$ cat src/rtl/collision_pkg.sv
// Shared types and default geometry for the collision scanner.
// Widths and ground row are defaults; the scanner parameters may override them.
package collision_pkg;

    typedef enum logic [1:0] {
        ST_IDLE   = 2'd0,
        ST_SCAN   = 2'd1,
        ST_COMMIT = 2'd2
    } scan_state_e;

    localparam int DEF_X_W      = 11;
    localparam int DEF_Y_W      = 9;
    localparam int DEF_W_W      = 8;
    localparam int DEF_H_W      = 7;
    localparam int DEF_GROUND_Y = 200;

endpackage

$ cat src/rtl/collision_box_cmp.sv
// Combinational overlap test of the dino box against one obstacle slot.
// Obstacles sit on the ground row; the hitbox shrinks by MARGIN on each side.
module collision_box_cmp
    import collision_pkg::*;
#(
    parameter int X_W      = DEF_X_W,
    parameter int Y_W      = DEF_Y_W,
    parameter int W_W      = DEF_W_W,
    parameter int H_W      = DEF_H_W,
    parameter int GROUND_Y = DEF_GROUND_Y,
    parameter int MARGIN   = 2
) (
    input  logic           active,
    input  logic [X_W-1:0] dino_x,
    input  logic [Y_W-1:0] dino_y,
    input  logic [W_W-1:0] dino_w,
    input  logic [X_W-1:0] obs_x,
    input  logic [W_W-1:0] obs_w,
    input  logic [H_W-1:0] obs_h,
    output logic           hit
);

    localparam int XE = X_W + 2;
    localparam int YE = Y_W + 1;

    // Widened sums so no edge comparison can wrap.
    logic [XE-1:0] dino_r;
    logic [XE-1:0] dino_l;
    logic [XE-1:0] obs_l;
    logic [XE-1:0] obs_r;
    logic [YE-1:0] obs_top_reach;
    logic          horiz;
    logic          vert;

    assign dino_r        = XE'(dino_x) + XE'(dino_w);
    assign dino_l        = XE'(dino_x) + XE'(2 * MARGIN);
    assign obs_l         = XE'(obs_x) + XE'(2 * MARGIN);
    assign obs_r         = XE'(obs_x) + XE'(obs_w);
    assign obs_top_reach = YE'(dino_y) + YE'(obs_h);

    assign horiz = (dino_r > obs_l) && (dino_l < obs_r);
    assign vert  = (obs_top_reach >= YE'(GROUND_Y + MARGIN));

    assign hit = active && (obs_w != '0) && (obs_h != '0) && horiz && vert;

endmodule

$ cat src/rtl/collision_scanner.sv
// Per-frame serial collision scan: snapshots dino and obstacle boxes on a
// frame tick, tests one slot per clock, and latches a debounced game-over.
//
// state     | meaning
// ----------+---------------------------------------------------------
// ST_IDLE   | waiting for an accepted frame_tick
// ST_SCAN   | testing snapshot slot idx, one per clock
// ST_COMMIT | publish frame results, update hit counter / collided
module collision_scanner
    import collision_pkg::*;
#(
    parameter int NUM_OBS    = 4,
    parameter int X_W        = DEF_X_W,
    parameter int Y_W        = DEF_Y_W,
    parameter int W_W        = DEF_W_W,
    parameter int H_W        = DEF_H_W,
    parameter int GROUND_Y   = DEF_GROUND_Y,
    parameter int MARGIN     = 2,
    parameter int HIT_FRAMES = 2,
    localparam int IDX_W     = (NUM_OBS > 1) ? $clog2(NUM_OBS) : 1
) (
    input  logic                   clk,
    input  logic                   rst_n,
    input  logic                   enable,
    input  logic                   clear,
    input  logic                   frame_tick,
    input  logic [X_W-1:0]         dino_x,
    input  logic [Y_W-1:0]         dino_y,
    input  logic [W_W-1:0]         dino_w,
    input  logic [NUM_OBS*X_W-1:0] obs_x,
    input  logic [NUM_OBS*W_W-1:0] obs_w,
    input  logic [NUM_OBS*H_W-1:0] obs_h,
    input  logic [NUM_OBS-1:0]     obs_active,
    output logic                   busy,
    output logic                   frame_done,
    output logic                   hit_now,
    output logic [IDX_W-1:0]       hit_idx,
    output logic                   collided,
    output logic                   overrun
);

    localparam int CNT_W = (HIT_FRAMES > 1) ? $clog2(HIT_FRAMES + 1) : 1;

    scan_state_e state_q, state_d;

    logic [IDX_W-1:0]       idx_q;
    logic                   any_hit_q;
    logic [IDX_W-1:0]       first_idx_q;
    logic [CNT_W-1:0]       cnt_q;
    logic [CNT_W-1:0]       cnt_new;

    logic [X_W-1:0]         snap_dino_x;
    logic [Y_W-1:0]         snap_dino_y;
    logic [W_W-1:0]         snap_dino_w;
    logic [NUM_OBS*X_W-1:0] snap_obs_x;
    logic [NUM_OBS*W_W-1:0] snap_obs_w;
    logic [NUM_OBS*H_W-1:0] snap_obs_h;
    logic [NUM_OBS-1:0]     snap_active;

    logic [X_W-1:0] slot_x  [NUM_OBS];
    logic [W_W-1:0] slot_w  [NUM_OBS];
    logic [H_W-1:0] slot_h  [NUM_OBS];

    logic tick_ok;
    logic accept;
    logic overrun_d;
    logic last_slot;
    logic slot_hit;

    always_comb begin
        for (int i = 0; i < NUM_OBS; i++) begin
            slot_x[i] = snap_obs_x[i*X_W +: X_W];
            slot_w[i] = snap_obs_w[i*W_W +: W_W];
            slot_h[i] = snap_obs_h[i*H_W +: H_W];
        end
    end

    collision_box_cmp #(
        .X_W      (X_W),
        .Y_W      (Y_W),
        .W_W      (W_W),
        .H_W      (H_W),
        .GROUND_Y (GROUND_Y),
        .MARGIN   (MARGIN)
    ) u_cmp (
        .active (snap_active[idx_q]),
        .dino_x (snap_dino_x),
        .dino_y (snap_dino_y),
        .dino_w (snap_dino_w),
        .obs_x  (slot_x[idx_q]),
        .obs_w  (slot_w[idx_q]),
        .obs_h  (slot_h[idx_q]),
        .hit    (slot_hit)
    );

    assign busy      = (state_q != ST_IDLE);
    assign last_slot = (idx_q == IDX_W'(NUM_OBS - 1));

    // Counter saturates at HIT_FRAMES; a miss frame restarts the run.
    always_comb begin
        cnt_new = '0;
        if (any_hit_q) begin
            cnt_new = (cnt_q == CNT_W'(HIT_FRAMES)) ? cnt_q : cnt_q + 1'b1;
        end
    end

    always_comb begin
        state_d   = state_q;
        tick_ok   = frame_tick && enable && !clear;
        accept    = 1'b0;
        overrun_d = 1'b0;
        if (clear) begin
            state_d = ST_IDLE;
        end else begin
            case (state_q)
                ST_IDLE: begin
                    if (tick_ok) begin
                        accept  = 1'b1;
                        state_d = ST_SCAN;
                    end
                end
                ST_SCAN: begin
                    overrun_d = tick_ok;
                    if (last_slot) state_d = ST_COMMIT;
                end
                ST_COMMIT: begin
                    overrun_d = tick_ok;
                    state_d   = ST_IDLE;
                end
                default: state_d = ST_IDLE;
            endcase
        end
    end

    always_ff @(posedge clk or negedge rst_n) begin
        if (!rst_n) begin
            state_q     <= ST_IDLE;
            idx_q       <= '0;
            any_hit_q   <= 1'b0;
            first_idx_q <= '0;
            cnt_q       <= '0;
            snap_dino_x <= '0;
            snap_dino_y <= '0;
            snap_dino_w <= '0;
            snap_obs_x  <= '0;
            snap_obs_w  <= '0;
            snap_obs_h  <= '0;
            snap_active <= '0;
            frame_done  <= 1'b0;
            hit_now     <= 1'b0;
            hit_idx     <= '0;
            collided    <= 1'b0;
            overrun     <= 1'b0;
        end else begin
            state_q    <= state_d;
            frame_done <= 1'b0;
            overrun    <= overrun_d;
            if (clear) begin
                idx_q       <= '0;
                any_hit_q   <= 1'b0;
                first_idx_q <= '0;
                cnt_q       <= '0;
                hit_now     <= 1'b0;
                hit_idx     <= '0;
                collided    <= 1'b0;
            end else begin
                if (accept) begin
                    snap_dino_x <= dino_x;
                    snap_dino_y <= dino_y;
                    snap_dino_w <= dino_w;
                    snap_obs_x  <= obs_x;
                    snap_obs_w  <= obs_w;
                    snap_obs_h  <= obs_h;
                    snap_active <= obs_active;
                    idx_q       <= '0;
                    any_hit_q   <= 1'b0;
                    first_idx_q <= '0;
                end
                if (state_q == ST_SCAN) begin
                    if (slot_hit && !any_hit_q) first_idx_q <= idx_q;
                    any_hit_q <= any_hit_q | slot_hit;
                    if (!last_slot) idx_q <= idx_q + 1'b1;
                end
                if (state_q == ST_COMMIT) begin
                    hit_now    <= any_hit_q;
                    hit_idx    <= any_hit_q ? first_idx_q : '0;
                    frame_done <= 1'b1;
                    cnt_q      <= cnt_new;
                    if (cnt_new == CNT_W'(HIT_FRAMES)) collided <= 1'b1;
                end
            end
        end
    end

endmodule

$ cat config.mk
export PLATFORM = sky130hd
export DESIGN_NAME = collision_scanner
export DESIGN_NICKNAME = d
export VERILOG_FILES = /design/src/rtl/collision_pkg.sv /design/src/rtl/collision_box_cmp.sv /design/src/rtl/collision_scanner.sv
export SDC_FILE = /design/constraint.sdc
export NUM_CORES = 1
export LEC_CHECK = 0
export ABC_CLOCK_PERIOD_IN_PS = 5600
export CORE_MARGIN = 1
export CORE_UTILIZATION = 56
export CTS_BUF_LIST = sky130_fd_sc_hd__clkbuf_8 sky130_fd_sc_hd__clkbuf_16
export CTS_CLUSTER_DIAMETER = 120
export DETAILED_ROUTE_END_ITERATION = 6
export DONT_BUFFER_PORTS = 1
export PLACE_DENSITY = 0.71
export SLEW_MARGIN = 20
export SYNTH_ARGS = -nofsm -noshare
export SYNTH_HDL_FRONTEND = slang
export SYNTH_SLANG_ARGS = --single-unit
$ cat constraint.sdc
create_clock -name clk -period 5.6 [get_ports clk]
set_clock_uncertainty 0.1 [all_clocks]
set_input_delay 1.12 -clock clk [delete_from_list [all_inputs] [get_ports clk]]
set_output_delay 1.12 -clock clk [all_outputs]
set_load 0.01 [all_outputs]
==> flow_metrics.tcl <==
set metrics [dict create \
    largest_fanout_on_the_critical_path 19 \
    clockRootBuffer "clkbuf_16" \
    post_synth_main_area_contributors "dfrtp_1, mux2_1, ha_1" \
    synth_cell_type_count 57 \
    critical_path_arrival_ps 5040 \
    cts_tree "built" \
    floorplan.die_area_mm2 0.0154 \
    power.switching_fraction_pct 33.6 \
    post_cts_hold_buffer_count 0 \
    clock_latency_ps 420 \
    synthToLayoutAreaGrowth_pct 9.15 \
    io_pins 148 \
    route.final.wire_length_mm 16.9 \
    ys.warnings.count 0 \
    post_place_setup_slack_ps 818 \
    synthFlopType "dfrtp_1" \
    placement.io_buffers 0 \
    power_frac_clock_pct 28.3 \
    post-synth-top-area-cell "dfrtp_1" \
    grt_max_degree 152 \
    post-route-min-period_ps 4800 \
    dpl.hpwl_mm 12.8 \
    postSynthAreaPerCell_um2 12.9 \
    synthesis.area_mm2 0.00836 \
    drc_errors 0 \
    hold_violations 0 \
    gpl.final_weighted_congestion 0.859 \
    worstMarginPinSlew_ps 1030 \
    drt-vias-per-instance 5.93 \
    fin_worst_hold_slack_ps 292 \
    p_comb_share_pct 35.9 \
    worst_hold_path_type "input pin to asynchronous set/reset pin" \
    power.density_cell_area_mw_per_mm2 464 \
    coreArea_mm2 0.0145 \
    fin_ws_ps 804 \
    fp-row-count 44 \
    internal_power_uw 2810 \
    worst-r2r-cell-count 18 \
    switching_power_uw 1420 \
    worst_slew_margin_rel_pct 31.7 \
    post_synth_inst_count 647 \
    postCtsSetupBuffers 0 \
    critical_path.startpoint_type "register" \
    grt_remaining_overflow 0 \
    totalPowerFinal_uw 4240 \
    number_of_nets_with_antenna_violations_after_detailed_routing 0 \
    ys_seq_elements 151 \
    clk_pin_slew_ps 60 \
    num-nets-final 842 \
    grt_antenna_before_repair 6 \
    cts-root-to-sink-buffers 2 \
    post-synth-top-area-fraction_pct 45.2 \
    total_leakage_power_uw 0.00390 \
    asyncSetResetFlopFracSynth_pct 100 \
    first_pass_iters 4 \
    vias_in_the_first_global_route 5244 \
    initial_utilization_pct 57.5 \
    final_min_period_over_clock_period_pct 85.6 \
    seqPwrFrac_pct 35.8 \
    route.vias.total 5026 \
    ys_seq_area_share_pct 45.2 \
    die_height_um 124 \
    timing.reg2reg.setup_slack_ps 800 \
    r2r_end "first_idx_q[1]" \
    timing.rr.start "idx_q[0]" \
    share_of_layout_cells_above_drive_strength_1_pct 19.2 \
    num-fill-cells 1124 \
    worstSetupPathType "register to register" \
    die_width_um 124 \
    final-max-slew-violation-count 0 \
    wl_per_cell_um 20.0 \
    crit_required_ps 5850 \
    drt_first_iter_violations 234 \
    run_status "complete, no violations" \
    first_pass_grt_wire_length_mm 26.8 \
    accumulated_negative_setup_slack_ps 0 \
    setup_viol 0 \
    cts-buffers-inserted 17 \
    peakVddDrop_uv 300 \
    synthesis.nets 845 \
    postCtsResizedCells 0 \
    maxCapViolations 0 \
    rsz0062_at_grt "false" \
    cts.sink_count 151 \
    kind_of_capture_point_of_the_worst_setup_path "register" \
    h-tree-depth 4 \
    clock.fmax_mhz 208 \
    grt.total_usage_pct 23.7 \
    synth_enable_flop_cells 0 \
]
## registers in the layout, indices dropped and copies added (netlist names), 2 cells and up
name and flops:
snap_active 4, state_q 2, snap_obs_w 32, snap_dino_y 9, first_idx_q 2, cnt_q 2, snap_dino_w 8, snap_obs_h 28
snap_obs_x 44, snap_dino_x 11, idx_q 2, hit_idx 2
## power by group through the flow
stage	Combinational, uW	Sequential [uW]	Clock [uW]
floorplan	1250	1450	0
global placement	1430	1520	0
detailed placement	1520	1540	0
CTS	1530	1520	1220
global route	1710	1550	1270
finish	1520	1520	1200
## how the worst max path moves through the flow
stage	from	end	slack (ps)	cells after the start
CTS	idx_q[0]	first_idx_q[1]	790	18
floorplan	idx_q[0]	first_idx_q[0]	1280	20
detailed placement	idx_q[0]	first_idx_q[0]	820	18
global route	idx_q[0]	first_idx_q[1]	450	18
global placement	idx_q[0]	first_idx_q[1]	950	18
finish	idx_q[0]	first_idx_q[1]	800	18
## cell usage after synthesis (2+ instances only)
cell type / n
a211oi_1: 2
a21o_1: 7
a21oi_1: 26
a221oi_1: 3
and2_1: 5
and3_1: 6
buf_1: 10
buf_2: 6
buf_6: 4
clkbuf_1: 5
dfrtp_1: 151
fa_1: 3
ha_1: 54
inv_1: 26
mux2_1: 85
mux2_2: 52
mux2i_1: 5
mux4_2: 26
nand2_1: 20
nand2b_1: 11
nand3_1: 20
nand3b_1: 2
nand4_1: 5
nor2_1: 22
nor2b_1: 5
nor3_1: 3
nor4_4: 2
o211ai_1: 2
o21ai_0: 7
o21ai_1: 7
o21ai_2: 2
o21bai_1: 3
o31ai_1: 2
or2_1: 2
or2_2: 2
xnor2_1: 24
xor2_1: 10
## stage by stage
stage | std cells | util [%] | cell area [um2]
after floorplan | 647 | - | 8360
after global placement | 809 | 58.4 | 8480
after detailed placement | 809 | 58.4 | 8480
after CTS | 841 | 62.6 | 9100
after global routing | 845 | 62.7 | 9110
final | 848 | 62.8 | 9120
## worst max-delay path: stages, from the launching register on
cell and delay, ps:
dfrtp_2 730, mux4_1 660, ha_1 250, fa_1 410
a21o_1 170, a21oi_1 250, o21bai_1 100, a21oi_1 250
o21ai_1 140, nand3_1 110, xor2_1 160, ha_1 270
a21o_1 180, nand2_1 60, nand4b_1 100, a41oi_2 180
o21ai_2 100, nor4_4 270, mux2i_1 210
## layout make-up
class,count,area [um2],area share (%)
clock buffer,18,439,4.81
multi-input combinational,444,4340,47.6
inverter,26,97.6,1.07
sequential,151,3780,41.4
clock inverter,14,185,2.03
tap,184,230,2.52
antenna,7,17.5,0.192
timing repair buffer,4,30.0,0.329
## layout by cell type, fill, tap and decap left out, types with 10 or more instances in the layout
cell type,instances
inv_1,26
nand2_1,19
mux4_2,26
mux2_1,85
nor2_1,22
nand2b_1,11
xnor2_1,24
a21oi_1,26
dfrtp_1,150
ha_1,54
mux2_2,52
xor2_1,10
clkbuf_16,17
nand3_1,20
## logic make-up (layout without fill, tap and decap cells)
family | after synthesis | count (layout) | synth area share [%]
flops | 151 | 151 | 45.2
mux | 169 | 169 | 26.4
xor+xnor | 34 | 34 | 3.56
other cells | 0 | 7 | 0
buf+inv | 52 | 62 | 2.92
simple gates | 108 | 108 | 6.98
compound gates | 76 | 76 | 6.15
fa+ha+maj | 57 | 57 | 8.80
## layer usage
layer | wire length (um) | global-route usage [%]
met1 | 6950 | 28.5
met2 | 8550 | 38.7
met3 | 1130 | 8.93
met4 | 286 | 8.63
met5 | 17 | 0
Power figures use the tool's default switching activity.
